## config.mk

```make
export PLATFORM = sky130hd
export DESIGN_NAME = ahb_lite_master_flat
export DESIGN_NICKNAME = d
export VERILOG_FILES = /design/src/rtl/ahb_lite_master_if.sv /design/src/rtl/ahb_lite_master.sv /design/src/flat_wrapper.sv
export SDC_FILE = /design/constraint.sdc
export NUM_CORES = 1
export LEC_CHECK = 0
export CORE_AREA = 2 2 124 150
export CTS_BUF_LIST = sky130_fd_sc_hd__clkbuf_8 sky130_fd_sc_hd__clkbuf_16
export DETAILED_ROUTE_END_ITERATION = 10
export DIE_AREA = 0 0 126 152
export GPL_ROUTABILITY_DRIVEN = 0
export PLACE_DENSITY_LB_ADDON = 0.12
export SLEW_MARGIN = 30
export SYNTH_ARGS = -nofsm -noshare
export SYNTH_HDL_FRONTEND = slang
export SYNTH_SLANG_ARGS = --single-unit
```

## constraint.sdc

```tcl
create_clock -name HCLK -period 1.7 [get_ports HCLK]
set_clock_uncertainty 0.15 [all_clocks]
set_input_delay 0.17 -clock HCLK [delete_from_list [all_inputs] [get_ports HCLK]]
set_output_delay 0.17 -clock HCLK [all_outputs]
set_load 0.02 [all_outputs]
```

## src/rtl/ahb_lite_master_if.sv

```systemverilog
// Local command/response channel plus the AHB-Lite master-side bus, bundled for ahb_lite_master.
// Commands transfer when cmd_valid & cmd_ready at a rising HCLK; rsp_valid is a single-cycle pulse with no backpressure.
interface ahb_lite_master_if #(
  parameter int ADDR_W = 32
);
  logic              cmd_valid;
  logic              cmd_ready;
  logic              cmd_write;
  logic [ADDR_W-1:0] cmd_addr;
  logic [1:0]        cmd_size;
  logic [31:0]       cmd_wdata;
  logic              rsp_valid;
  logic [31:0]       rsp_rdata;
  logic              rsp_err;
  logic [ADDR_W-1:0] HADDR;
  logic [1:0]        HTRANS;
  logic [2:0]        HSIZE;
  logic [3:0]        HPROT;
  logic              HWRITE;
  logic [31:0]       HWDATA;
  logic              HREADY;
  logic [31:0]       HRDATA;
  logic              HRESP;

  modport master (
    input  cmd_valid, cmd_write, cmd_addr, cmd_size, cmd_wdata, HREADY, HRDATA, HRESP,
    output cmd_ready, rsp_valid, rsp_rdata, rsp_err,
           HADDR, HTRANS, HSIZE, HPROT, HWRITE, HWDATA
  );

  modport slave (
    output cmd_valid, cmd_write, cmd_addr, cmd_size, cmd_wdata, HREADY, HRDATA, HRESP,
    input  cmd_ready, rsp_valid, rsp_rdata, rsp_err,
           HADDR, HTRANS, HSIZE, HPROT, HWRITE, HWDATA
  );
endinterface

```

## src/rtl/ahb_lite_master.sv

```systemverilog
// AHB-Lite initiator: local commands become single NONSEQ transfers through an address-phase
// and a data-phase register, with wait states, two-cycle ERROR handling and lane steering.
module ahb_lite_master #(
  parameter int         ADDR_W    = 32,
  parameter logic [3:0] HPROT_VAL = 4'b0011
) (
  input  logic              HCLK,
  input  logic              HRESETn,
  ahb_lite_master_if.master bus,
  output logic [1:0]        dbg_state_o
);

  typedef enum logic [1:0] {
    ST_RUN    = 2'd0,
    ST_ERR    = 2'd1,
    ST_CANCEL = 2'd2
  } state_t;

  state_t state_q, state_d;

  logic              ap_valid_q, ap_valid_d;
  logic [ADDR_W-1:0] ap_addr_q, ap_addr_d;
  logic [1:0]        ap_size_q, ap_size_d;
  logic              ap_write_q, ap_write_d;
  logic [31:0]       ap_wdata_q, ap_wdata_d;
  logic              dp_valid_q, dp_valid_d;
  logic              dp_write_q, dp_write_d;
  logic [1:0]        dp_size_q, dp_size_d;
  logic [1:0]        dp_addr_lo_q, dp_addr_lo_d;
  logic [31:0]       dp_wdata_q, dp_wdata_d;
  logic              cancel_q, cancel_d;
  logic              rsp_valid_q, rsp_valid_d;
  logic [31:0]       rsp_rdata_q, rsp_rdata_d;
  logic              rsp_err_q, rsp_err_d;

  logic              err_state;
  logic              cmd_ready;
  logic              accept;
  logic              err_first;
  logic [1:0]        cmd_size_n;
  logic [ADDR_W-1:0] cmd_addr_al;
  logic [31:0]       rd_shifted;
  logic [31:0]       rd_aligned;

  function automatic logic [31:0] lane_rep(input logic [31:0] d, input logic [1:0] sz);
    case (sz)
      2'd0:    lane_rep = {4{d[7:0]}};
      2'd1:    lane_rep = {2{d[15:0]}};
      default: lane_rep = d;
    endcase
  endfunction

  // FSM: state register
  always_ff @(posedge HCLK or negedge HRESETn) begin
    if (!HRESETn) state_q <= ST_RUN;
    else          state_q <= state_d;
  end

  // FSM: next state
  always_comb begin
    state_d = state_q;
    case (state_q)
      ST_RUN:    if (err_first) state_d = ST_ERR;
      ST_ERR:    if (bus.HREADY) state_d = cancel_q ? ST_CANCEL : ST_RUN;
      ST_CANCEL: state_d = ST_RUN;
      default:   state_d = ST_RUN;
    endcase
  end

  // FSM: outputs
  always_comb begin
    err_state   = (state_q != ST_RUN);
    cmd_ready   = (~ap_valid_q | bus.HREADY) & ~err_state;
    dbg_state_o = state_q;
  end

  assign accept    = bus.cmd_valid & cmd_ready;
  assign err_first = (state_q == ST_RUN) & dp_valid_q & bus.HRESP & ~bus.HREADY;

  always_comb begin
    cmd_size_n  = (bus.cmd_size == 2'd3) ? 2'd2 : bus.cmd_size;
    cmd_addr_al = bus.cmd_addr;
    if (cmd_size_n == 2'd1)      cmd_addr_al[0]   = 1'b0;
    else if (cmd_size_n == 2'd2) cmd_addr_al[1:0] = 2'b00;
  end

  always_comb begin
    rd_shifted = bus.HRDATA >> {dp_addr_lo_q, 3'b000};
    case (dp_size_q)
      2'd0:    rd_aligned = {24'h0, rd_shifted[7:0]};
      2'd1:    rd_aligned = {16'h0, rd_shifted[15:0]};
      default: rd_aligned = rd_shifted;
    endcase
  end

  always_comb begin
    ap_valid_d   = ap_valid_q;
    ap_addr_d    = ap_addr_q;
    ap_size_d    = ap_size_q;
    ap_write_d   = ap_write_q;
    ap_wdata_d   = ap_wdata_q;
    dp_valid_d   = dp_valid_q;
    dp_write_d   = dp_write_q;
    dp_size_d    = dp_size_q;
    dp_addr_lo_d = dp_addr_lo_q;
    dp_wdata_d   = dp_wdata_q;
    cancel_d     = cancel_q;
    rsp_valid_d  = 1'b0;
    rsp_rdata_d  = 32'h0;
    rsp_err_d    = 1'b0;
    if (err_first) begin
      // First ERROR cycle: a transfer already in address phase is withdrawn and answered later.
      if (ap_valid_q) begin
        ap_valid_d = 1'b0;
        cancel_d   = 1'b1;
      end
    end else if (bus.HREADY) begin
      dp_valid_d = ap_valid_q;
      if (ap_valid_q) begin
        dp_write_d   = ap_write_q;
        dp_size_d    = ap_size_q;
        dp_addr_lo_d = ap_addr_q[1:0];
        dp_wdata_d   = lane_rep(ap_wdata_q, ap_size_q);
      end
      ap_valid_d = accept;
      if (accept) begin
        ap_addr_d  = cmd_addr_al;
        ap_size_d  = cmd_size_n;
        ap_write_d = bus.cmd_write;
        ap_wdata_d = bus.cmd_wdata;
      end
      if (dp_valid_q) begin
        rsp_valid_d = 1'b1;
        rsp_err_d   = bus.HRESP | (state_q == ST_ERR);
        rsp_rdata_d = (rsp_err_d | dp_write_q) ? 32'h0 : rd_aligned;
      end
    end
    if (state_q == ST_CANCEL) begin
      rsp_valid_d = 1'b1;
      rsp_err_d   = 1'b1;
      rsp_rdata_d = 32'h0;
      cancel_d    = 1'b0;
    end
  end

  always_ff @(posedge HCLK or negedge HRESETn) begin
    if (!HRESETn) begin
      ap_valid_q   <= 1'b0;
      ap_addr_q    <= '0;
      ap_size_q    <= 2'd0;
      ap_write_q   <= 1'b0;
      ap_wdata_q   <= 32'h0;
      dp_valid_q   <= 1'b0;
      dp_write_q   <= 1'b0;
      dp_size_q    <= 2'd0;
      dp_addr_lo_q <= 2'd0;
      dp_wdata_q   <= 32'h0;
      cancel_q     <= 1'b0;
      rsp_valid_q  <= 1'b0;
      rsp_rdata_q  <= 32'h0;
      rsp_err_q    <= 1'b0;
    end else begin
      ap_valid_q   <= ap_valid_d;
      ap_addr_q    <= ap_addr_d;
      ap_size_q    <= ap_size_d;
      ap_write_q   <= ap_write_d;
      ap_wdata_q   <= ap_wdata_d;
      dp_valid_q   <= dp_valid_d;
      dp_write_q   <= dp_write_d;
      dp_size_q    <= dp_size_d;
      dp_addr_lo_q <= dp_addr_lo_d;
      dp_wdata_q   <= dp_wdata_d;
      cancel_q     <= cancel_d;
      rsp_valid_q  <= rsp_valid_d;
      rsp_rdata_q  <= rsp_rdata_d;
      rsp_err_q    <= rsp_err_d;
    end
  end

  assign bus.cmd_ready = cmd_ready;
  assign bus.HADDR     = ap_addr_q;
  assign bus.HTRANS    = ap_valid_q ? 2'b10 : 2'b00;
  assign bus.HSIZE     = {1'b0, ap_size_q};
  assign bus.HPROT     = HPROT_VAL;
  assign bus.HWRITE    = ap_write_q;
  assign bus.HWDATA    = dp_wdata_q;
  assign bus.rsp_valid = rsp_valid_q;
  assign bus.rsp_rdata = rsp_rdata_q;
  assign bus.rsp_err   = rsp_err_q;

endmodule
```

## src/flat_wrapper.sv

```systemverilog
// flat-port wrapper written by rule: the top's interface ports become plain ports
module ahb_lite_master_flat 
#(
  parameter int         ADDR_W    = 32,
  parameter logic [3:0] HPROT_VAL = 4'b0011
)
  (HCLK, HRESETn, dbg_state_o, bus_cmd_valid, bus_cmd_write, bus_cmd_addr, bus_cmd_size, bus_cmd_wdata, bus_HREADY, bus_HRDATA, bus_HRESP, bus_cmd_ready, bus_rsp_valid, bus_rsp_rdata, bus_rsp_err, bus_HADDR, bus_HTRANS, bus_HSIZE, bus_HPROT, bus_HWRITE, bus_HWDATA);
  ahb_lite_master_if #(.ADDR_W(ADDR_W)) bus_i ();
  input  logic HCLK;
  input  logic HRESETn;
  output logic [1:0] dbg_state_o;
  input wire logic [$bits(bus_i.cmd_valid)-1:0] bus_cmd_valid;
  input wire logic [$bits(bus_i.cmd_write)-1:0] bus_cmd_write;
  input wire logic [$bits(bus_i.cmd_addr)-1:0] bus_cmd_addr;
  input wire logic [$bits(bus_i.cmd_size)-1:0] bus_cmd_size;
  input wire logic [$bits(bus_i.cmd_wdata)-1:0] bus_cmd_wdata;
  input wire logic [$bits(bus_i.HREADY)-1:0] bus_HREADY;
  input wire logic [$bits(bus_i.HRDATA)-1:0] bus_HRDATA;
  input wire logic [$bits(bus_i.HRESP)-1:0] bus_HRESP;
  output wire logic [$bits(bus_i.cmd_ready)-1:0] bus_cmd_ready;
  output wire logic [$bits(bus_i.rsp_valid)-1:0] bus_rsp_valid;
  output wire logic [$bits(bus_i.rsp_rdata)-1:0] bus_rsp_rdata;
  output wire logic [$bits(bus_i.rsp_err)-1:0] bus_rsp_err;
  output wire logic [$bits(bus_i.HADDR)-1:0] bus_HADDR;
  output wire logic [$bits(bus_i.HTRANS)-1:0] bus_HTRANS;
  output wire logic [$bits(bus_i.HSIZE)-1:0] bus_HSIZE;
  output wire logic [$bits(bus_i.HPROT)-1:0] bus_HPROT;
  output wire logic [$bits(bus_i.HWRITE)-1:0] bus_HWRITE;
  output wire logic [$bits(bus_i.HWDATA)-1:0] bus_HWDATA;
  assign bus_i.cmd_valid = bus_cmd_valid;
  assign bus_i.cmd_write = bus_cmd_write;
  assign bus_i.cmd_addr = bus_cmd_addr;
  assign bus_i.cmd_size = bus_cmd_size;
  assign bus_i.cmd_wdata = bus_cmd_wdata;
  assign bus_i.HREADY = bus_HREADY;
  assign bus_i.HRDATA = bus_HRDATA;
  assign bus_i.HRESP = bus_HRESP;
  assign bus_cmd_ready = bus_i.cmd_ready;
  assign bus_rsp_valid = bus_i.rsp_valid;
  assign bus_rsp_rdata = bus_i.rsp_rdata;
  assign bus_rsp_err = bus_i.rsp_err;
  assign bus_HADDR = bus_i.HADDR;
  assign bus_HTRANS = bus_i.HTRANS;
  assign bus_HSIZE = bus_i.HSIZE;
  assign bus_HPROT = bus_i.HPROT;
  assign bus_HWRITE = bus_i.HWRITE;
  assign bus_HWDATA = bus_i.HWDATA;
  ahb_lite_master #(.ADDR_W(ADDR_W), .HPROT_VAL(HPROT_VAL)) u_core (.HCLK(HCLK), .HRESETn(HRESETn), .bus(bus_i), .dbg_state_o(dbg_state_o));
endmodule
```

; ---- Word-level counts from Yosys, hierarchy flattened
; Cells that the tools add are included.
; Widths: inputs -> output; s select.
[op_classes]
addsub = 0
n_mul = 0
div_mod_pow = 0
n_lt_le_gt_ge = 0
eq_ne = 9
shift = 1
muxes = 29
n_bitwise = 12
n_reduce_logical = 12
[op_table]
columns = cell, count
row1 = $mux 32, 5
row2 = $pmux 32 s2, 2
row3 = $shr 32x5->32, 1
row4 = $mux 1, 15
row5 = $mux 2, 6
row6 = $eq 2x1->1 const B, 4
row7 = $reduce_bool 2->1, 4
row8 = $eq 2x2->1 const B, 3
row9 = $logic_not 2->1, 3
row10 = $reduce_and 2->1, 3
row11 = $reduce_and 3->1, 2
row12 = $and 1x1->1, 5
row13 = $not 1->1, 4
row14 = $pmux 2 s2, 1
row15 = $or 1x1->1, 3
row16 = $ne 2x1->1 const B, 1
row17 = $ne 2x2->1 const B, 1
[word_totals]
reg_bits = 143
latchBits = 0
ram_bits = 0
romBits = 0
out_inout_bits = 111
word_cells = 78
memories = 0

; ---- Longest topological paths before layout
[logic_depth]
depth_word = 8
mapped_depth = 7
mapped_depth_nobuf = 3

; ---- Worst setup path before layout
; OpenSTA, ideal clock, no wires.
[synth_path]
path_type = flip-flop to flip-flop
start = reg u_core.state_q[0], in the netlist u_core.dbg_state_o[0]
end = reg u_core.ap_wdata_q[15]
setup_ns = 0.116
arrival_ns = 1.269
t_required_ns = 1.434
path_slack_ns = 0.165
stages_incl_launch_ff = 8
synth_period_minus_slack_ns = 1.535
path_cell_list = dfrtp_1 -> buf_6 -> nand4bb_1 -> buf_2 -> buf_6 -> buf_6 -> nand2_1 -> nand2_1
[synth_via]
elab_chain_cells = 6
word_cells_on_any_way = 10
[synth_lines]
columns = item, line_no
row1 = start: declaration, ahb_lite_master.sv:19  ; state_t state_q, state_d;
row2 = start signal: assignment, ahb_lite_master.sv:56  ; else state_q <= state_d;
row3 = $logic_not 2->1, ahb_lite_master.sv:78  ; assign err_first = (state_q == ST_RUN) & dp_valid_q & bus.HRESP & ~bus.HREADY;
row4 = $and 1x1->1 (3 in a row), ahb_lite_master.sv:78
row5 = $not 1->1 (no line), --
row6 = $reduce_and 3->1 (no line) (*), --
row7 = end signal: assignment, ahb_lite_master.sv:167  ; ap_wdata_q <= ap_wdata_d;
row8 = end: declaration, ahb_lite_master.sv:25  ; logic [31:0] ap_wdata_q, ap_wdata_d;
; Every way passes the cells marked *; elsewhere a longest branch is shown, timed or not.
; A chain may end at the register's enable or synchronous reset.

; ---- Final worst setup path
[layout_path]
start = reg u_core.rsp_rdata_q[21], in the netlist u_core.bus.rsp_rdata[21]
end = out bus_rsp_rdata[21]
[layout_lines]
columns = item, line_no
row1 = start: declaration, ahb_lite_master.sv:33  ; logic [31:0] rsp_rdata_q, rsp_rdata_d;
row2 = start signal: assignment, ahb_lite_master.sv:175  ; rsp_rdata_q <= rsp_rdata_d;
row3 = end: declaration, flat_wrapper.sv:22  ; output wire logic [$bits(bus_i.rsp_rdata)-1:0] bus_rsp_rdata;
; No word-level cell between the ends.

==> flow_summary.json <==
{
  "status": "finished, final reports clean",
  "cts_sinks": 143,
  "period_minus_slack_ns": 1.65,
  "ys_types": 32,
  "r2r-end": "u_core.bus.rsp_rdata[11]",
  "place_inst": 1019,
  "hold_class": "in -> reg",
  "fin_cells": 1056,
  "ctsLongestPathBuffers": 2,
  "ys_seq_area_frac": 0.587,
  "cp-end-kind": "output pin",
  "drc_errors": 0,
  "worstSetupStartpoint": "u_core.bus.rsp_rdata[21]",
  "wirelength_um": 16600,
  "cts_root_buffer": "clkbuf_16",
  "vias": 4934,
  "overflow": 0,
  "highest-signal-layer": "met4",
  "post-route-util": 0.516,
  "die_w_um": 126,
  "clock_latency_ns": 0.42,
  "antenna_cells": 0,
  "required_ns": 1.38,
  "place_ws_ns": -0.211,
  "grt_pass1_vias": 5279,
  "syn_area_per_cell_sq_um": 10.3,
  "wl_per_cell_um": 15.7,
  "synth-seq-cells": 143,
  "synth.area.top_cells": "dfrtp_1, nand2_1, mux2i_1",
  "wl_met1_um": 7030,
  "cpPeakStageDelay_ns": 0.59,
  "viasPerCell": 4.67,
  "met2_length_um": 7900,
  "dp_hpwl_um": 11900,
  "r2r_start": "u_core.dbg_state_o[1]",
  "cp_cell_sequence": "clkdlybuf4s50_1",
  "final_max_slew_viol_count": 0,
  "layout-drive-gt1-share": 0.120,
  "rsz0062_at_grt": "yes",
  "io_pins": 215,
  "dr.first_iter.drc_count": 180,
  "htree_levels": 4,
  "ys_warn_count": 0,
  "worstMarginPinSlew_ns": 0.513,
  "cp-endpoint": "bus_rsp_rdata[21]",
  "area_growth_syn_to_layout_pct": 51.0,
  "max_slew_margin": 0.658,
  "io_buffers": 208,
  "path_depth": 1,
  "irDropWorstVdd_v": 0.000543,
  "ff2ff_setup_slack_ns": 0.07,
  "start_util": 0.342,
  "crit_type": "reg -> out",
  "fin_ws_ns": 0.0504,
  "path_max_fanout": 1,
  "die_area_sq_mm": 0.0192,
  "cpMaxStageDelayCell": "clkdlybuf4s50_1",
  "core.rowCount": 54,
  "antenna_found_initial": 0,
  "die_y_um": 152,
  "powerDensity_mw_per_mm2": 1240,
  "power.leakage_nw": 4.93,
  "wl_met3_um": 1390,
  "fmax_mhz": 606,
  "hold_violations": 0,
  "arrival_ns": 1.33,
  "grt.total_usage": 0.179,
  "final_antenna_net_count": 0,
  "synth.largest_area_cell": "dfrtp_1",
  "start_kind": "flip-flop",
  "finalNetCount": 923,
  "syn_area_sq_mm": 0.00610,
  "max_cap_viol_count": 0,
  "tritoncts": "yes",
  "core_sq_mm": 0.0178,
  "cts.reportedPaths.clkPinSlew_ns": 0.06,
  "post_synth_inst_count": 592,
  "r2r_cells": 4,
  "crit_family": "buffers and inverters",
  "grt_first_pass_wirelength_um": 27200,
  "path_buf_inv": 1,
  "grt_max_degree": 52,
  "first_pass_iters": 4,
  "setup_violations": 0,
  "netlist.area_leader.share": 0.587,
  "post-route-period-util": 0.970,
  "cts_buffers": 17
}
## how the worst min path moves through the flow
stage / from / end / slack [ns] / depth (start not counted)
5_1_grt: bus_cmd_wdata[22] / u_core.ap_wdata_q[22] / 0.12 / 3
3_3_place_gp: HRESETn / u_core.bus.HWDATA[28] / 0.01 / 1
2_1_floorplan: HRESETn / u_core.ap_size_q[0] / -0.28 / 0
6_report: bus_cmd_wdata[3] / u_core.ap_wdata_q[3] / 0.13 / 3
3_5_place_dp: HRESETn / u_core.bus.rsp_rdata[7] / 0.02 / 1
4_1_cts: bus_cmd_wdata[3] / u_core.ap_wdata_q[3] / 0.11 / 3
## layout make-up
type | count | area, sq um
Fill cell | 1668 | 8630
Sequential cell | 143 | 3580
Multi-Input combinational cell | 407 | 2260
Inverter | 2 | 7.51
Tap cell | 224 | 280
Clock buffer | 20 | 467
Clock inverter | 12 | 166
Timing Repair Buffer | 248 | 2450
## where the power goes
| part | leakage [nW] | switching, mW | internal, mW |
|---|---|---|---|
| registers | 1.84 | 0.376 | 4.03 |
| logic | 2.78 | 1.70 | 1.32 |
| clock network | 0.314 | 1.41 | 2.55 |
| total | 4.93 | 3.48 | 7.90 |
## metal layers
| metal | vias up | track usage |
|---|---|---|
| li1 | 2385 | - |
| met2 | 170 | 0.294 |
| met3 | 23 | 0.0694 |
| met1 | 2356 | 0.217 |
| met5 | - | 0 |
| met4 | 0 | 0.0555 |
## worst register-to-register path, stage by stage, from the launching register on
cell and delay [ns]:
dfrtp_1 0.40, buf_4 0.17, xnor2_4 0.26, o2111ai_4 0.25
a211oi_1 0.30
## cell usage after synthesis (all sizes together)
cell / instances
conb: 2
nand3: 2
nor3b: 2
nand2b: 8
a211oi: 30
nand2: 226
o21ai: 25
buf: 34
nand4: 1
nand4bb: 1
nor2: 18
nand3b: 4
clkbuf: 10
and3b: 1
o2111ai: 1
dfrtp: 143
inv: 2
and4bb: 1
a22oi: 1
a31oi: 1
mux2: 20
a21oi: 3
o21a: 2
nor2b: 16
and4b: 1
or2b: 1
nor3: 3
mux2i: 32
xnor2: 1
## state kept, by name, summed over array words and instances (netlist names)
signal,cells
u_core.dp_size_q,2
u_core.dbg_state_o,2
u_core.cancel_q,1
u_core.ap_wdata_q,32
u_core.ap_valid_q,1
u_core.bus.HADDR,32
u_core.dp_valid_q,1
u_core.bus.rsp_rdata,32
u_core.bus.HWRITE,1
u_core.dp_addr_lo_q,2
u_core.bus.HWDATA,32
u_core.ap_size_q,2
u_core.dp_write_q,1
u_core.bus.rsp_err,1
u_core.bus.rsp_valid,1
## per-stage QoR
step	area (sq um)	TNS, ns	hold WS [ns]	total power, mW
after global placement	8570	-2.39	0.0138	7.76
after global routing	9210	-0.0908	0.118	12.0
after detailed placement	8570	-3.42	0.0152	7.82
final	9210	0	0.126	11.4
after CTS	9110	0	0.105	11.5
after floorplan	6110	0	-0.276	6.13
## placed cells by master, fill, tap and decap left out, types with 2 or more instances in the layout
cell | synthesis | routed
a211oi_1 | 30 | 30
a21oi_1 | 3 | 3
buf_12 | 0 | 8
buf_4 | 10 | 31
bufinv_16 | 0 | 4
clkbuf_16 | 0 | 17
clkbuf_8 | 0 | 3
clkdlybuf4s50_1 | 0 | 106
clkinv_2 | 0 | 3
clkinvlp_4 | 0 | 2
conb_1 | 2 | 6
dfrtp_1 | 143 | 143
dlygate4sd2_1 | 0 | 75
dlymetal6s2s_1 | 0 | 25
inv_1 | 2 | 4
mux2_2 | 20 | 20
mux2i_1 | 32 | 32
nand2_1 | 226 | 225
nand2b_1 | 8 | 8
nand3_1 | 2 | 2
nand3b_1 | 4 | 4
nor2_1 | 17 | 17
nor2b_1 | 16 | 16
nor3_1 | 3 | 3
nor3b_1 | 2 | 2
o21a_1 | 2 | 2
o21ai_0 | 25 | 25
## repair_timing
item,in CTS,in global routing
hold endpoints to repair,126,0
endpoints found under the setup margin,76,34
pin swaps,0,2
setup buffers,0,4
resized for setup,80,25
hold buffers,1,0
## cell families after synthesis
| group | share of synthesized area |
|---|---|
| compound gates | 0.0690 |
| simple gates | 0.200 |
| xor+xnor | 0.00452 |
| other cells | 0.00123 |
| buf+inv | 0.0486 |
| flops | 0.587 |
| mux | 0.0895 |
No activity file was read; power rests on OpenSTA's default activity.
